==> src/rtl/uart_rx.sv <==
// uart_rx: oversampling UART receiver (start 0, DATA_BITS data LSB first, stop 1).
// Ports:
//   clk, rst_n        clock and asynchronous active-low reset
//   baud_tick_os      one-clk pulse, OVERSAMPLE pulses per bit period
//   rx_in             asynchronous serial line, idle high
//   rx_data           last good received word, LSB = first data bit
//   rx_valid          one-clk pulse, rx_data updated with a good frame
//   rx_frame_err      one-clk pulse, stop bit sampled low
//   rx_busy           high whenever the receiver is not idle
module uart_rx #(
  parameter int unsigned OVERSAMPLE = 16,
  parameter int unsigned DATA_BITS  = 8
) (
  input  logic                 clk,
  input  logic                 rst_n,
  input  logic                 baud_tick_os,
  input  logic                 rx_in,
  output logic [DATA_BITS-1:0] rx_data,
  output logic                 rx_valid,
  output logic                 rx_frame_err,
  output logic                 rx_busy
);

  localparam int unsigned TICK_W = $clog2(OVERSAMPLE);
  localparam int unsigned BIT_W  = $clog2(DATA_BITS + 1);

  typedef enum logic [2:0] {
    S_IDLE,
    S_START,
    S_DATA,
    S_STOP,
    S_BREAK_WAIT
  } state_t;

  state_t                 state_q, state_d;
  logic                   sync1_q, sync2_q;
  logic [TICK_W-1:0]      tick_cnt_q, tick_cnt_d;
  logic [BIT_W-1:0]       bit_cnt_q, bit_cnt_d;
  logic [DATA_BITS-1:0]   shift_q, shift_d;
  logic [DATA_BITS-1:0]   rx_data_q, rx_data_d;
  logic                   rx_valid_q, rx_valid_d;
  logic                   rx_frame_err_q, rx_frame_err_d;
  logic                   rx_busy_q, rx_busy_d;
  logic                   rx_s;

  assign rx_s = sync2_q;

  // Next-state and output logic.
  always_comb begin
    state_d        = state_q;
    tick_cnt_d     = tick_cnt_q;
    bit_cnt_d      = bit_cnt_q;
    shift_d        = shift_q;
    rx_data_d      = rx_data_q;
    rx_valid_d     = 1'b0;
    rx_frame_err_d = 1'b0;

    unique case (state_q)
      S_IDLE: begin
        if (!rx_s) begin
          state_d    = S_START;
          tick_cnt_d = '0;
        end
      end

      S_START: begin
        if (baud_tick_os) begin
          // This tick brings the counter to OVERSAMPLE/2-1: middle of the start bit.
          if (tick_cnt_q == TICK_W'(OVERSAMPLE / 2 - 2)) begin
            tick_cnt_d = '0;
            bit_cnt_d  = '0;
            state_d    = rx_s ? S_IDLE : S_DATA;
          end else begin
            tick_cnt_d = tick_cnt_q + TICK_W'(1);
          end
        end
      end

      S_DATA: begin
        if (baud_tick_os) begin
          if (tick_cnt_q == TICK_W'(OVERSAMPLE - 1)) begin
            shift_d    = {rx_s, shift_q[DATA_BITS-1:1]};
            tick_cnt_d = '0;
            bit_cnt_d  = bit_cnt_q + BIT_W'(1);
            if (bit_cnt_q == BIT_W'(DATA_BITS - 1)) begin
              state_d = S_STOP;
            end
          end else begin
            tick_cnt_d = tick_cnt_q + TICK_W'(1);
          end
        end
      end

      S_STOP: begin
        if (baud_tick_os) begin
          if (tick_cnt_q == TICK_W'(OVERSAMPLE - 1)) begin
            tick_cnt_d = '0;
            if (rx_s) begin
              rx_data_d  = shift_q;
              rx_valid_d = 1'b1;
              state_d    = S_IDLE;
            end else begin
              rx_frame_err_d = 1'b1;
              state_d        = S_BREAK_WAIT;
            end
          end else begin
            tick_cnt_d = tick_cnt_q + TICK_W'(1);
          end
        end
      end

      S_BREAK_WAIT: begin
        // A line held low after a bad stop bit must not look like a new start bit.
        if (rx_s) begin
          state_d    = S_IDLE;
          tick_cnt_d = '0;
        end
      end

      default: begin
        state_d    = S_IDLE;
        tick_cnt_d = '0;
      end
    endcase

    rx_busy_d = (state_d != S_IDLE);
  end

  // State, synchronizer and output registers.
  always_ff @(posedge clk or negedge rst_n) begin
    if (!rst_n) begin
      state_q        <= S_IDLE;
      sync1_q        <= 1'b1;
      sync2_q        <= 1'b1;
      tick_cnt_q     <= '0;
      bit_cnt_q      <= '0;
      shift_q        <= '0;
      rx_data_q      <= '0;
      rx_valid_q     <= 1'b0;
      rx_frame_err_q <= 1'b0;
      rx_busy_q      <= 1'b0;
    end else begin
      state_q        <= state_d;
      sync1_q        <= rx_in;
      sync2_q        <= sync1_q;
      tick_cnt_q     <= tick_cnt_d;
      bit_cnt_q      <= bit_cnt_d;
      shift_q        <= shift_d;
      rx_data_q      <= rx_data_d;
      rx_valid_q     <= rx_valid_d;
      rx_frame_err_q <= rx_frame_err_d;
      rx_busy_q      <= rx_busy_d;
    end
  end

  assign rx_data      = rx_data_q;
  assign rx_valid     = rx_valid_q;
  assign rx_frame_err = rx_frame_err_q;
  assign rx_busy      = rx_busy_q;

endmodule

==> config.mk <==
export PLATFORM = sky130hd
export DESIGN_NAME = uart_rx
export DESIGN_NICKNAME = d
export VERILOG_FILES = /design/src/rtl/uart_rx.sv
export SDC_FILE = /design/constraint.sdc
export NUM_CORES = 1
export LEC_CHECK = 0
export CAP_MARGIN = 0
export CORE_MARGIN = 1.5
export CORE_UTILIZATION = 30
export DETAILED_ROUTE_END_ITERATION = 12
export DONT_BUFFER_PORTS = 1
export GPL_ROUTABILITY_DRIVEN = 1
export PLACE_DENSITY = 0.42
export SLEW_MARGIN = 20
export SYNTH_ARGS = -nofsm -noshare
export SYNTH_HDL_FRONTEND = slang
export SYNTH_SLANG_ARGS = --single-unit
==> constraint.sdc <==
create_clock -name clk -period 1.6 [get_ports clk]
set_input_delay 0 -clock clk [delete_from_list [all_inputs] [get_ports clk]]
set_output_delay 0 -clock clk [all_outputs]
set_load 0.01 [all_outputs]
---- Yosys cells after proc, flatten, opt, wreduce, memory -nomap -nowiden ----
Cells that the tools add are included.
Widths: inputs -> output; s select.
cells by class
  reductions and logical operators ........ 8
  equal/unequal tests ..................... 14
  bitwise operators ....................... 0
  $mul .................................... 0
  div/mod/pow operators ................... 0
  $lt $le $gt $ge ......................... 0
  muxes and demuxes ....................... 32
  $add $sub $neg .......................... 2
  shift operators ......................... 0
operators with widths
  cell                 number
  $mux 4               10
  $mux 3               10
  $pmux 4 s4           1
  $pmux 3 s5           1
  $ne 2x2->1 const B   6
  $add 4x1->4 const B  2
  $eq 4x3->1 const B   2
  $mux 1               8
  $pmux 4 s2           1
  $reduce_and 4->1     2
  $eq 3x2->1 const B   2
  $reduce_and 5->1     1
  $eq 4x4->1 const B   1
  $eq 3x1->1 const B   1
  $eq 3x3->1 const B   1
  $logic_not 3->1      1
  $reduce_and 3->1     1
  $reduce_bool 3->1    1
  $mux 2               1
  $ne 2x1->1 const B   1
  $reduce_bool 2->1    1
  $reduce_or 2->1      1
storage, ports and cells
  output and inout bits ................... 11
  flip-flop bits (word level) ............. 32
  word-level logic and storage cells ...... 66
  input port bits ......................... 4
  latch bits .............................. 0
  bits in writable memories ............... 0
  memories ................................ 0
  ROM bits ................................ 0

---- Longest topological paths before layout ----
  depth in word-level cells ............... 6
  mapped depth ............................ 6
  mapped depth without buffers ............ 6

---- Least setup slack after synthesis ----
OpenSTA, ideal clock, no wires.
  path type ............................... flip-flop to flip-flop
  start point ............................. reg tick_cnt_q[1]
  end point ............................... reg rx_busy_q, in the netlist rx_busy
  path slack .............................. -80 ps
  arrival time ............................ 1541 ps
  path buffers ............................ 0
  library setup time ...................... 139 ps
  clock period less this slack ............ 1680 ps
  cell stages (with the launch flop) ...... 6
  required time ........................... 1461 ps
  cell sequence ........................... dfrtp_1 -> ha_1 -> and4_2 -> nand3_1 -> a21oi_1 -> or4_1
between the ends
  word-level cells in the longest chain between the ends .. 5
  elaborated cells between the ends (all ways) .. 10
  those cells by class .................... 2 x eq/ne; 7 x mux; 1 x reduce/logical
ends and longest elaborated chain
  element                                          RTL line    RTL
  start: declaration                               37          logic [TICK_W-1:0] tick_cnt_q, tick_cnt_d;
  start signal: assignment                         146         tick_cnt_q <= tick_cnt_d;
  $eq 4x4->1 / $eq 4x3->1 (equally long branches)  81, 96, 69
  $mux 3, on equally long branches                 96, 69, 81
  $mux 3, on equally long branches                 95, 67, 80
  $pmux 3 s5 *                                     58          unique case (state_q)
  via state_d[2]                                   35          state_t state_q, state_d;
  $reduce_bool 3->1 *                              126         rx_busy_d = (state_d != S_IDLE);
  via rx_busy_d                                    43          logic rx_busy_q, rx_busy_d;
  end signal: assignment                           152         rx_busy_q <= rx_busy_d;
  end: declaration                                 43
The timed path passes the listed nets; every way through them passes the cells marked *.
A chain may end at the register's enable or synchronous reset.

---- Final worst setup path ----
  start point ............................. reg tick_cnt_q[0]
  end point ............................... reg rx_busy_q, in the netlist rx_busy
Same word-level chain as after synthesis.

==> impl_metrics.ini <==
[power]
leakagePower_nw = 0.854
p_per_area_nw_per_um2 = 1440
p_total_mw = 2.57
max-vdd-ir-drop_mv = 0.451

[layout]
n_antenna_cell = 0
final_common_cell = dfrtp_1
final_nets = 147
layout_common_cells = 30 x dfrtp_1, 17 x buf_4, 16 x mux2_2, 8 x nand2_1
fin_area_um2 = 1790
area_growth_pct = 24.7
n_fill_cell = 439
drive_gt1_share_pct = 39.7

[timing]
finalWorstSetupSlack_ps = -43.8
fmax_ghz = 0.608
worst_slew_pin_slew_ps = 346
hold_viol = 0
drv_slew = 0
period_needed_ps = 1640
period_share_pct = 103
tns_ps = -43.8
max_slew_margin_pct = 76.7
setup_viol = 1
rsz0062_at_grt = yes
finClkSkew_ps = 10.2
whs_ps = 79.4

[die]
row_count = 24
die_h_um = 72.1
ioPinCount = 15
die_w_um = 72.1
dieArea_um2 = 5200
core_area_um2 = 4470
initial_core_util_pct = 32.0

[yosys]
synth_compound_area_share_pct = 8.12
synth_edf_count = 0
synth_mux_area_share_pct = 13.3
synthArstFlopShare_pct = 100
synth_top_cells_by_area = dfrtp_1 52%, mux2_2 13%, dfstp_2 3.7%
syn_area_um2 = 1430
yosys.area_share.simple_pct = 16.4
synth_fa_ha_area_share_pct = 2.62
yosys_warnings = 0
yosysTopAreaCell = dfrtp_1
syn_nets = 126
synth-main-ff-cell = dfrtp_1
synth_xor_area_share_pct = 0
synth_top_family_by_area = simple AND/OR/NAND/NOR gates
ys_seq_area_share_pct = 56.1
synth_cells = 119
synth-seq-cells = 32
synth.distinct_cells = 37
avgSynthCellArea_um2 = 12.0
synth_top_area_share_pct = 52.4

[outcome]
violations = negative setup slack
status = complete, but fails checks

[global_routing]
grt_use_total_pct = 11.2
grt_max_degree = 33
grt_pass1_wl_um = 4360
antenna_found_initial = 0
grt-ovfl-total = 0
grt_pass1_vias = 944

[clocking]
cts_max_path_buffers = 2
numCtsBuffers = 5
clk_latency_ps = 280
cts.sinks = 32
cts_root_buf = clkbuf_8
clk_pin_slew_ps = 70
cts_tree = done
ctsHtreeMaxLevel = 2

[drt]
first_pass_iters = 4
drtAntennaViolNets = 0
drcViolationCount = 0
vias = 964
drt_iter0_drc = 37
wirelength_um = 2730
vias_per_cell = 4.99
wl_per_cell_um = 14.2

[placed_design]
place_area_um2 = 1590
routabilityCongestion = 0.788
dpl.hpwl_um = 1930
port_buffers = 0

[setup_path]
cpPeakStageDelay_ps = 390
reg2reg_slack_ps = -40
cp_slowest_cell = or4_1
endpoint_kind = register
start_kind = register
crit_chain = ha_2 > and4_4 > nand2_1 > a22o_1 > or4_1
critPathArrivalTime_ps = 1800
path_class = reg -> reg
path_max_fanout = 4
cp_data_required_time_ps = 1760

[hold_path]
hold_path.class = in -> reg

[flow_run]
drv_cap = 0
-- per-stage QoR --
stage                     worst slack (ps)  cells  utilization [%]
after floorplan                       8.77    119                -
after global placement               -71.7    181             35.5
after detailed placement              -110    181             35.5
after CTS                            -39.3    192             39.3
after global routing                 -93.8    193             39.9
final                                -43.8    193             39.9
-- synth_stat cells (all sizes together) (2+ instances only) --
master / n
nor2b: 2
clkbuf: 2
dfrtp: 30
a21oi: 4
nor2: 6
buf: 4
inv: 5
nand2: 8
a211o: 2
nor3: 3
ha: 3
nand4bb: 2
or2: 2
nand3b: 2
nand3: 4
mux2: 16
dfstp: 2
nand4: 4
a31oi: 3
-- registers in the layout, summed over array words and instances (netlist names) --
signal        cells
rx_data           8
bit_cnt_q         4
tick_cnt_q        4
sync1_q           1
rx_busy           1
shift_q           8
state_q           3
rx_frame_err      1
rx_valid          1
rx_s              1
-- worst paths after layout --
check / startpoint / endpoint / cells past startpoint
max: tick_cnt_q[0] / rx_busy / 5
min: baud_tick_os / tick_cnt_q[2] / 3
max reg2reg: tick_cnt_q[0] / rx_busy / 5
min reg2reg: sync1_q / rx_s / 0
max in group asynchronous: rst_n / rx_s / 2
min in group asynchronous: rst_n / rx_frame_err / 2
-- area by class of cell --
| cell class | instances | area [µm²] | area share, % |
|---|---|---|---|
| inverter | 5 | 18.8 | 1.05 |
| clock buffer | 5 | 68.8 | 3.85 |
| multi-input combinational | 76 | 621 | 34.7 |
| clock inverter | 3 | 42.5 | 2.38 |
| tap | 52 | 65.1 | 3.64 |
| timing repair buffer | 20 | 168 | 9.38 |
| sequential | 32 | 803 | 45.0 |
-- what timing repair did --
item | in CTS | in global routing
endpoints found under the hold margin | 33 | 0
hold buffers | 3 | 0
setup buffers | 0 | 1
gates resized for setup | 2 | 6
pin swaps | 2 | 3
setup endpoints to repair | 1 | 19
-- critical path, delay by kind of cell (launching register included) --
family,cells,cell delay (ps)
and+or+nand+nor,3,700
DFF,1,380
AOI/OAI and AO/OA,1,230
adders and majority gates,1,220
-- where the power goes --
part | internal [mW] | total [mW] | switching [mW]
sequential | 0.921 | 1.06 | 0.136
clock | 0.460 | 0.770 | 0.309
combinational | 0.394 | 0.741 | 0.347
-- layer usage --
layer | track usage (%) | up-vias | share of wire, %
li1 | - | 473 | -
met1 | 13.5 | 469 | 47
met2 | 17.8 | 16 | 47
met3 | 4.86 | 6 | 4.2
met4 | 4.40 | 0 | 1.5
met5 | 0 | - | 0
-- kinds of logic after synthesis --
family	after synthesis
and+or+nand+nor	39
DFF	32
buffers and inverters	11
adders and majority gates	3
muxes	17
AOI/OAI and AO/OA	17
Note: power is estimated with default switching activity, not from simulation.
